$ cat config.mk
export PLATFORM = sky130hd
export DESIGN_NAME = flatten_seq
export DESIGN_NICKNAME = d
export VERILOG_FILES = /design/src/rtl/flatten_pkg.sv /design/src/rtl/sat_counter.sv /design/src/rtl/flatten_seq.sv
export SDC_FILE = /design/constraint.sdc
export NUM_CORES = 1
export LEC_CHECK = 0
export CAP_MARGIN = 20
export CORE_ASPECT_RATIO = 0.75
export CORE_UTILIZATION = 25
export DETAILED_ROUTE_END_ITERATION = 8
export PLACE_DENSITY = 0.48
export SYNTH_ARGS = -nofsm -noshare
export SYNTH_HDL_FRONTEND = slang
export SYNTH_SLANG_ARGS = --single-unit
$ cat constraint.sdc
create_clock -name clk -period 5.28 [get_ports clk]
set_input_delay 1.056 -clock clk [delete_from_list [all_inputs] [get_ports clk]]
set_output_delay 1.056 -clock clk [all_outputs]
set_load 0.05 [all_outputs]
$ cat src/rtl/flatten_pkg.sv
// -----------------------------------------------------------------------------
// flatten_pkg
// Shared definitions for the flatten sequencer: FSM state encoding and the
// default image geometry / transpose timeout used by flatten_seq.
// -----------------------------------------------------------------------------
package flatten_pkg;

    typedef enum logic [2:0] {
        IDLE   = 3'd0,
        CLEAR  = 3'd1,
        FILL   = 3'd2,
        XPOSE  = 3'd3,
        SERVE  = 3'd4,
        FINISH = 3'd5
    } state_t;

    localparam int POOL_WORDS    = 128;  // pool-output words written per image
    localparam int FC_WORDS      = 32;   // flattened words served to FC1 per image
    localparam int XPOSE_TIMEOUT = 2047; // transpose cycles allowed before error

endpackage

$ cat src/rtl/sat_counter.sv
// -----------------------------------------------------------------------------
// sat_counter
// Up-counter with synchronous clear that stops at MAX instead of wrapping.
//
// Ports:
//   clk   - clock, rising edge
//   rst   - synchronous active-high reset, forces count to zero
//   clr   - synchronous clear, forces count to zero
//   en    - increment request (ignored once count == MAX)
//   count - current count value
// -----------------------------------------------------------------------------
module sat_counter #(
    parameter int               WIDTH = 8,
    parameter logic [WIDTH-1:0] MAX   = '1
) (
    input  logic             clk,
    input  logic             rst,
    input  logic             clr,
    input  logic             en,
    output logic [WIDTH-1:0] count
);

    // NOTE: sequential state is always written with non-blocking assignments so
    // every flop samples the pre-edge values regardless of block ordering.
    always_ff @(posedge clk) begin
        if (rst || clr) begin
            count <= '0;
        end else if (en && (count != MAX)) begin
            count <= count + 1'b1;
        end
    end

endmodule

$ cat src/rtl/flatten_seq.sv
// -----------------------------------------------------------------------------
// flatten_seq
// Sequences one image through the flatten stage: clears the reorder engine,
// accepts POOL_WORDS pool writes, runs the transpose engine until it reports
// done (or times out), then serves FC_WORDS reads to FC1 on request.
//
// Ports:
//   clk, rst      - clock and synchronous active-high reset
//   start         - one-cycle pulse starting an image (ignored while busy)
//   pool_valid    - pool stage presents a word
//   pool_ready    - write accepted (high throughout FILL)
//   pool_addr     - pool-side buffer write address
//   pool_we       - pool-side buffer write enable
//   flat_en       - transpose/reorder engine enable
//   flat_clear    - returns engine counters to zero
//   flatten_done  - engine reports reorder complete
//   fc_req        - FC1 requests the next word
//   fc1_en        - FC-side buffer read enable
//   fcin_addr     - FC-side buffer read address
//   fc_valid      - read data valid (fc1_en delayed one cycle)
//   busy          - sequencer is not idle
//   done          - one-cycle pulse alongside the final fc_valid
//   error         - sticky transpose-timeout flag, cleared only by rst
// -----------------------------------------------------------------------------
module flatten_seq #(
    parameter int DATA_WIDTH    = 16,
    parameter int POOL_WORDS    = flatten_pkg::POOL_WORDS,
    parameter int FC_WORDS      = flatten_pkg::FC_WORDS,
    parameter int XPOSE_TIMEOUT = flatten_pkg::XPOSE_TIMEOUT
) (
    input  logic                        clk,
    input  logic                        rst,
    input  logic                        start,
    input  logic                        pool_valid,
    output logic                        pool_ready,
    output logic [$clog2(POOL_WORDS)-1:0] pool_addr,
    output logic                        pool_we,
    output logic                        flat_en,
    output logic                        flat_clear,
    input  logic                        flatten_done,
    input  logic                        fc_req,
    output logic                        fc1_en,
    output logic [$clog2(FC_WORDS)-1:0] fcin_addr,
    output logic                        fc_valid,
    output logic                        busy,
    output logic                        done,
    output logic                        error
);

    import flatten_pkg::*;

    localparam int AW = $clog2(POOL_WORDS);
    localparam int RW = $clog2(FC_WORDS);
    localparam int XW = $clog2(XPOSE_TIMEOUT + 1);

    localparam logic [AW-1:0] WR_LAST   = AW'(POOL_WORDS - 1);
    localparam logic [RW-1:0] RD_LAST   = RW'(FC_WORDS - 1);
    localparam logic [XW-1:0] XP_LIMIT  = XW'(XPOSE_TIMEOUT);
    localparam logic [XW-1:0] XP_FINAL  = XW'(XPOSE_TIMEOUT - 1);

    // Element width does not affect sequencing; reject only nonsense values.
    if (DATA_WIDTH < 1) begin : g_bad_data_width
        $error("flatten_seq: DATA_WIDTH must be at least 1");
    end

    state_t        state_q, state_d;
    logic          fc_valid_q;
    logic          error_q;
    logic          cnt_clr, wr_inc, xp_inc, rd_inc, timeout;
    logic [AW-1:0] wr_cnt;
    logic [XW-1:0] xp_cnt;
    logic [RW-1:0] rd_cnt;

    sat_counter #(.WIDTH(AW), .MAX(WR_LAST)) u_wr_cnt (
        .clk(clk), .rst(rst), .clr(cnt_clr), .en(wr_inc), .count(wr_cnt)
    );

    sat_counter #(.WIDTH(XW), .MAX(XP_LIMIT)) u_xp_cnt (
        .clk(clk), .rst(rst), .clr(cnt_clr), .en(xp_inc), .count(xp_cnt)
    );

    sat_counter #(.WIDTH(RW), .MAX(RD_LAST)) u_rd_cnt (
        .clk(clk), .rst(rst), .clr(cnt_clr), .en(rd_inc), .count(rd_cnt)
    );

    always_ff @(posedge clk) begin
        if (rst) begin
            state_q    <= IDLE;
            fc_valid_q <= 1'b0;
            error_q    <= 1'b0;
        end else begin
            state_q    <= state_d;
            fc_valid_q <= fc1_en;
            if (timeout) begin
                error_q <= 1'b1;
            end
        end
    end

    // NOTE: every signal driven here gets a default before the case statement,
    // so no path leaves a value unassigned and no latch is inferred.
    always_comb begin
        state_d    = state_q;
        cnt_clr    = 1'b0;
        wr_inc     = 1'b0;
        xp_inc     = 1'b0;
        rd_inc     = 1'b0;
        timeout    = 1'b0;
        pool_ready = 1'b0;
        pool_we    = 1'b0;
        pool_addr  = '0;
        flat_en    = 1'b0;
        flat_clear = 1'b0;
        fc1_en     = 1'b0;
        fcin_addr  = '0;
        fc_valid   = fc_valid_q;
        busy       = (state_q != IDLE);
        done       = 1'b0;
        error      = error_q;

        unique case (state_q)
            IDLE: begin
                if (start) state_d = CLEAR;
            end
            CLEAR: begin
                flat_clear = 1'b1;
                cnt_clr    = 1'b1;
                state_d    = FILL;
            end
            FILL: begin
                pool_ready = 1'b1;
                pool_we    = pool_valid;
                pool_addr  = wr_cnt;
                wr_inc     = pool_valid;
                if (pool_valid && (wr_cnt == WR_LAST)) state_d = XPOSE;
            end
            XPOSE: begin
                flat_en = 1'b1;
                xp_inc  = 1'b1;
                // A done seen on the last allowed cycle still wins over timeout.
                if (flatten_done) begin
                    state_d = SERVE;
                end else if (xp_cnt == XP_FINAL) begin
                    timeout = 1'b1;
                    state_d = IDLE;
                end
            end
            SERVE: begin
                fc1_en    = fc_req;
                fcin_addr = rd_cnt;
                rd_inc    = fc_req;
                if (fc_req && (rd_cnt == RD_LAST)) state_d = FINISH;
            end
            FINISH: begin
                done    = 1'b1;
                state_d = IDLE;
            end
            default: state_d = IDLE;
        endcase

        // Reset is synchronous, so while rst is high the old state is still in
        // the register; force the reset-level outputs here so the engine and
        // downstream stages see them immediately.
        if (rst) begin
            pool_ready = 1'b0;
            pool_we    = 1'b0;
            pool_addr  = '0;
            flat_en    = 1'b0;
            flat_clear = 1'b1;
            fc1_en     = 1'b0;
            fcin_addr  = '0;
            fc_valid   = 1'b0;
            busy       = 1'b0;
            done       = 1'b0;
            error      = 1'b0;
        end
    end

endmodule

**Word-level counts from Yosys, hierarchy flattened**

Index checks and enable logic that the tools add are counted.

- Word-level logic and storage cells: 61
- Flip-flop bits (word level): 28
- Output and inout port bits: 21
- Bits of input ports: 6

- Add/sub/neg operators: 3
- Reduce and logical (&&, ||, !) cells: 9
- Eq/ne operators: 15
- Multiplexer cells: 28

Operator list:

| operator | count |
|---|---|
| 2-to-1 mux 1 bit | 18 |
| 2-to-1 mux 3 bit | 5 |
| case mux 3 bit (5 select lines) | 1 |
| 2-to-1 mux 7 bit | 2 |
| adder 11 x 1 -> 11 bit, second input constant | 1 |
| == test 11 bit, second input constant | 1 |
| != test 11 bit, second input constant | 1 |
| 2-to-1 mux 5 bit | 2 |
| adder 7 x 1 -> 7 bit, second input constant | 1 |
| == test 7 bit, second input constant | 1 |
| != test 7 bit, second input constant | 1 |
| == test 3 x 2 -> 1 bit, second input constant | 2 |
| == test 3 bit, second input constant | 2 |
| != test 2 bit, second input constant | 3 |
| adder 5 x 1 -> 5 bit, second input constant | 1 |
| == test 5 bit, second input constant | 1 |
| logical AND 1 bit | 5 |
| != test 5 bit, second input constant | 1 |
| AND reduction 4 bit | 1 |
| == test 3 x 1 -> 1 bit, second input constant | 1 |
| zero test 3 bit | 1 |
| != test 3 bit, second input constant | 1 |
| nonzero test 3 bit | 1 |
| logical OR 1 bit | 1 |

**Logic depth before layout (Yosys ltp)**

- Depth after elaboration: 4
- Mapped depth: 7

**By module**

Synthesis repeated with hierarchy kept, for this count alone.

- Cell total of the unflattened synthesis: 194
- Area total of the unflattened synthesis: 1710.4 sq um

By module, submodules not included:

| module | area each (sq um) | cells an instance | instances | sequential area each (sq um) |
|---|---|---|---|---|
| sat_counter at u_xp_cnt | 638.1 | 73 | 1 | 220.2 |
| flatten_seq | 491.7 | 59 | 1 | 100.1 |
| sat_counter at u_wr_cnt | 341.6 | 36 | 1 | 140.1 |
| sat_counter at u_rd_cnt | 239.0 | 26 | 1 | 100.1 |

**Least setup slack after synthesis**

Ideal clock, no wire load.

- Path type: input to output
- From: input port rst
- To: output port done
- Required time: 4224 ps
- Setup slack: 1441 ps
- Buffers on the path: 1
- Stages on the path: 2
- Arrival time: 2783 ps
- Cells stage by stage: clkbuf_1 nor4bb_1

- Cells in the longest elaborated chain, start to end: 1

RTL lines:

| element | line | source |
|---|---|---|
| start: declaration | flatten_seq.sv:32 | `input logic rst,` |
| 2-to-1 mux 1 bit | flatten_seq.sv:164 | `if (rst) begin` |
| end: declaration | flatten_seq.sv:46 | `output logic done,` |

Every way passes these cells.

**Worst setup path in the final report**

- From: input port rst
- To: output port fcin_addr[3]

- Cells in the longest elaborated chain, start to end: 1

RTL lines:

| element | line | source |
|---|---|---|
| 2-to-1 mux 5 bit | flatten_seq.sv:164 |  |
| end: declaration | flatten_seq.sv:43 | `output logic [$clog2(FC_WORDS)-1:0] fcin_addr,` |

Every way passes these cells.

==> tab_implementation.tex <==
\begin{tabular}{lr}
\hline
Metric & Value \\
\hline
\multicolumn{2}{l}{\textbf{Placed design}} \\
Total half-perimeter wirelength after legalization and detailed placement & 2400 µm \\
Placer's final routability congestion estimate & 0.699 \\
Placed Instance Area & 1830 µm² \\
Number of port buffers & 26 \\
\multicolumn{2}{l}{\textbf{STA}} \\
Final critical-path required period & 4440 ps \\
Unrepaired setup endpoints after global routing & no \\
Highest clock frequency the design can meet & 0.225 GHz \\
Setup TNS Final & 0 ps \\
Count of final max-slew check failures & 0 \\
Transition time of the tightest slew-check pin & 745 ps \\
Final Hold Violating Endpoints & 0 \\
Share of the cycle needed by the critical path after routing & 84.2\% \\
Tightest slew margin relative to the limit & 49.6\% \\
Final Skew & 7.08 ps \\
Final Setup Violations & 0 \\
\multicolumn{2}{l}{\textbf{Routing}} \\
Detail Route Antenna Nets & 0 \\
Drt first-iter violations & 87 \\
DRC violations left & 0 \\
Average wire length per cell after detail routing & 11.9 µm \\
Number of optimization iterations in the first detailed-route pass & 4 \\
Per-cell via count in the routed design & 4.61 \\
Final WL & 3280 µm \\
Via count of the routed design & 1273 \\
\multicolumn{2}{l}{\textbf{Clocking}} \\
TritonCTS buffer count & 3 \\
Post-cts sizing count & 0 \\
Number of buffers added to fix hold violations after cts & 0 \\
Clock tree from TritonCTS & yes \\
H-tree levels & 1 \\
Post-CTS Setup Bufs & 0 \\
Max clock buf depth & 2 \\
Clock tree root driver cell & sky130\_fd\_sc\_hd\_\_clkbuf\_8 \\
Worst-skew pair later-pin latency & 280 ps \\
Clock transition time at the flip-flop clock pins of the worst setup and hold paths & 90 ps \\
Sink Count & 28 \\
\multicolumn{2}{l}{\textbf{Synth}} \\
Synth async-reset ratio & 0\% \\
Library cell with the largest summed area after synthesis & sky130\_fd\_sc\_hd\_\_dfxtp\_1 \\
Distinct cell type count of the synthesized netlist & 47 \\
Netlist area before placement & 1520 µm² \\
Gate count after technology mapping & 176 \\
Dominant cells by area after synthesis & sky130\_fd\_sc\_hd\_\_dfxtp\_1 37\%, sky130\_fd\_sc\_hd\_\_and2\_1 6.2\%, sky130\_fd\_sc\_hd\_\_nor2\_1 4.7\% \\
Fraction of post-synthesis cell area in the top cell type by area & 37.0\% \\
Post-synth EDFFs & 0 \\
Sequential area share after synthesis & 37.0\% \\
Mean post-synth cell area & 8.61 µm² \\
Number of nets produced by synthesis & 187 \\
Post-synthesis register bit count & 28 \\
Top flip-flop cell by instance count after synthesis & sky130\_fd\_sc\_hd\_\_dfxtp\_1 \\
Yosys synthesis warning count & 0 \\
\multicolumn{2}{l}{\textbf{Hold path}} \\
Class of the worst hold path & reg -> reg \\
\multicolumn{2}{l}{\textbf{Flow run}} \\
Max\_cap viols & 0 \\
\multicolumn{2}{l}{\textbf{Global routing}} \\
Vias in the first global route & 1215 \\
Remaining Overflow, GRT & 0 \\
Global-route total usage across every layer & 10.9\% \\
Global-route wire length before repair & 5680 µm \\
Initial antenna violation count & 0 \\
Largest net degree at the start of global routing & 24 \\
\multicolumn{2}{l}{\textbf{Floorplan}} \\
Number of standard-cell rows in the floorplan & 24 \\
Die Y-Extent & 69.4 µm \\
Boundary Pins & 27 \\
Effective utilization at floorplan & 26.0\% \\
Die area & 6380 µm² \\
Core box area & 5830 µm² \\
Die extent in x & 91.9 µm \\
\multicolumn{2}{l}{\textbf{Setup path}} \\
Number of cells on the worst reg-to-reg path & 7 \\
Nature of the critical path endpoint & primary output \\
Startpoint types & input pin \\
Reg-to-Reg End & u\_rd\_cnt.count[0] \\
Setup slack on the worst flop-to-flop path & 3340 ps \\
Critical Path Sink & fcin\_addr[3] \\
Data required time at the worst endpoint & 4220 ps \\
Cell seen most often among critical-path stages & sky130\_fd\_sc\_hd\_\_clkdlybuf4s50\_1 \\
Delay of the slowest cell on the worst path & 800 ps \\
Critical Path Fanout Max & 11 \\
Arrival time at the worst endpoint & 3390 ps \\
Slowest-stage cell, CP & sky130\_fd\_sc\_hd\_\_clkdlybuf4s50\_1 \\
CP Cell Sequence & clkdlybuf4s50\_1 > nor4b\_1 > and2\_1 > clkdlybuf4s50\_1 \\
Worst Setup Path Type & in -> out \\
Crit path launch & rst \\
Worst reg2reg path startpoint & u\_rd\_cnt.count[0] \\
\multicolumn{2}{l}{\textbf{Finish}} \\
Proportion of layout cells with a drive suffix above 1 & 6.06\% \\
Final Net Count & 210 \\
N\_diodes & 0 \\
Area Growth Syn to Fin & 25.5\% \\
Post-route design area & 1900 µm² \\
\multicolumn{2}{l}{\textbf{Power}} \\
Leak pwr & 0.690 nW \\
Pwr Density & 222 nW/µm² \\
Worst vdd ir & 0.0890 mV \\
\multicolumn{2}{l}{\textbf{Run status}} \\
Status & finished clean \\
\hline
\end{tabular}
## report_power, final
part           internal [W]   total, W  switching, W
Clock              0.000102   0.000169     0.0000674
Combinational     0.0000131  0.0000350     0.0000219
Sequential         0.000213   0.000219    0.00000540
Total              0.000328   0.000423     0.0000947
## metrics by stage
step	util (%)	hold WS, ps	total power (W)	instances	setup WS [ps]
2_1_floorplan	-	449	0.000247	176	1440
3_3_place_gp	31.4	473	0.000259	272	841
3_5_place_dp	31.4	472	0.000259	272	790
4_1_cts	32.6	486	0.000432	276	789
5_1_grt	32.6	516	0.000443	276	552
6_report	32.6	479	0.000423	276	837
## kinds of logic after synthesis
family,share of synthesized area [%]
xor gates and xnor gates,4.62
DFF,37.0
muxes,0.661
buffers and inverters,4.05
adders and majority gates,4.13
AOI/OAI and AO/OA,14.5
and+or+nand+nor,35.0
## area by class of cell
| cell class | instances | area, µm² |
|---|---|---|
| Timing Repair Buffer | 26 | 260 |
| Multi-Input combinational cell | 135 | 893 |
| Inverter | 5 | 18.8 |
| Clock buffer | 3 | 41.3 |
| Fill cell | 623 | 3920 |
| Tap cell | 78 | 97.6 |
| Sequential cell | 28 | 561 |
| Clock inverter | 1 | 30.0 |
## flip-flops by register name (all words and copies together) (netlist names)
signal          cells
error_q             1
fc_valid_q          1
state_q             3
u_rd_cnt.count      5
u_wr_cnt.count      7
u_xp_cnt.count     11
## synth_stat cells, types with 2 or more instances
| library cell | instances |
|---|---|
| sky130_fd_sc_hd__nor2b_1 | 4 |
| sky130_fd_sc_hd__nor4b_2 | 2 |
| sky130_fd_sc_hd__nor3_1 | 3 |
| sky130_fd_sc_hd__buf_2 | 4 |
| sky130_fd_sc_hd__a211oi_1 | 3 |
| sky130_fd_sc_hd__nor2_1 | 19 |
| sky130_fd_sc_hd__and3_1 | 5 |
| sky130_fd_sc_hd__nand2_1 | 9 |
| sky130_fd_sc_hd__nand4_1 | 3 |
| sky130_fd_sc_hd__and2_1 | 15 |
| sky130_fd_sc_hd__dfxtp_1 | 28 |
| sky130_fd_sc_hd__o31ai_1 | 3 |
| sky130_fd_sc_hd__or3_1 | 3 |
| sky130_fd_sc_hd__o211ai_1 | 2 |
| sky130_fd_sc_hd__nand2b_1 | 2 |
| sky130_fd_sc_hd__or4_1 | 3 |
| sky130_fd_sc_hd__a21oi_1 | 11 |
| sky130_fd_sc_hd__clkbuf_1 | 3 |
| sky130_fd_sc_hd__nand3_1 | 12 |
| sky130_fd_sc_hd__inv_1 | 4 |
| sky130_fd_sc_hd__xor2_1 | 7 |
| sky130_fd_sc_hd__o21ai_1 | 2 |
| sky130_fd_sc_hd__ha_1 | 5 |
## worst min-delay path by stage
stage,start,to,slack (ps),cells past startpoint
3_3_place_gp,u_rd_cnt.count[4],u_rd_cnt.count[4],470,2
5_1_grt,u_rd_cnt.count[4],u_rd_cnt.count[4],520,2
2_1_floorplan,u_rd_cnt.count[4],u_rd_cnt.count[4],450,2
4_1_cts,u_rd_cnt.count[4],u_rd_cnt.count[4],490,2
6_report,u_rd_cnt.count[4],u_rd_cnt.count[4],480,2
3_5_place_dp,u_rd_cnt.count[4],u_rd_cnt.count[4],470,2
## per-layer routing
metal | global-route usage, % | vias to the layer above | share of wire (%)
met5 | 0 | - | 0
met4 | 2.08 | 0 | 0.58
met3 | 3.18 | 2 | 2.8
met2 | 16.8 | 9 | 41
met1 | 15.2 | 585 | 55
li1 | - | 677 | -
## critical path, delay by kind of cell
family / cells / cell delay, ps
buffers and inverters: 2 / 1400
AND/OR/NAND/NOR: 2 / 930
## layout by cell type (no fill, tap or decap), types with 2 or more instances in the layout
cell                               n
sky130_fd_sc_hd__nor3_1            3
sky130_fd_sc_hd__nand3_1          12
sky130_fd_sc_hd__or4_1             3
sky130_fd_sc_hd__clkdlybuf4s50_1  26
sky130_fd_sc_hd__o211ai_1          2
sky130_fd_sc_hd__o31ai_1           3
sky130_fd_sc_hd__a211oi_1          3
sky130_fd_sc_hd__o21ai_1           2
sky130_fd_sc_hd__or3_1             3
sky130_fd_sc_hd__and2_1           15
sky130_fd_sc_hd__nor4b_2           2
sky130_fd_sc_hd__nor2b_1           4
sky130_fd_sc_hd__dfxtp_1          28
sky130_fd_sc_hd__nor2_1           19
sky130_fd_sc_hd__clkbuf_8          3
sky130_fd_sc_hd__a21oi_1          11
sky130_fd_sc_hd__and3_1            5
sky130_fd_sc_hd__ha_1              5
sky130_fd_sc_hd__inv_1             4
sky130_fd_sc_hd__nand2b_1          2
sky130_fd_sc_hd__nand2_1           9
sky130_fd_sc_hd__nand4_1           3
sky130_fd_sc_hd__xor2_1            7
(Power assumes the default switching activity.)
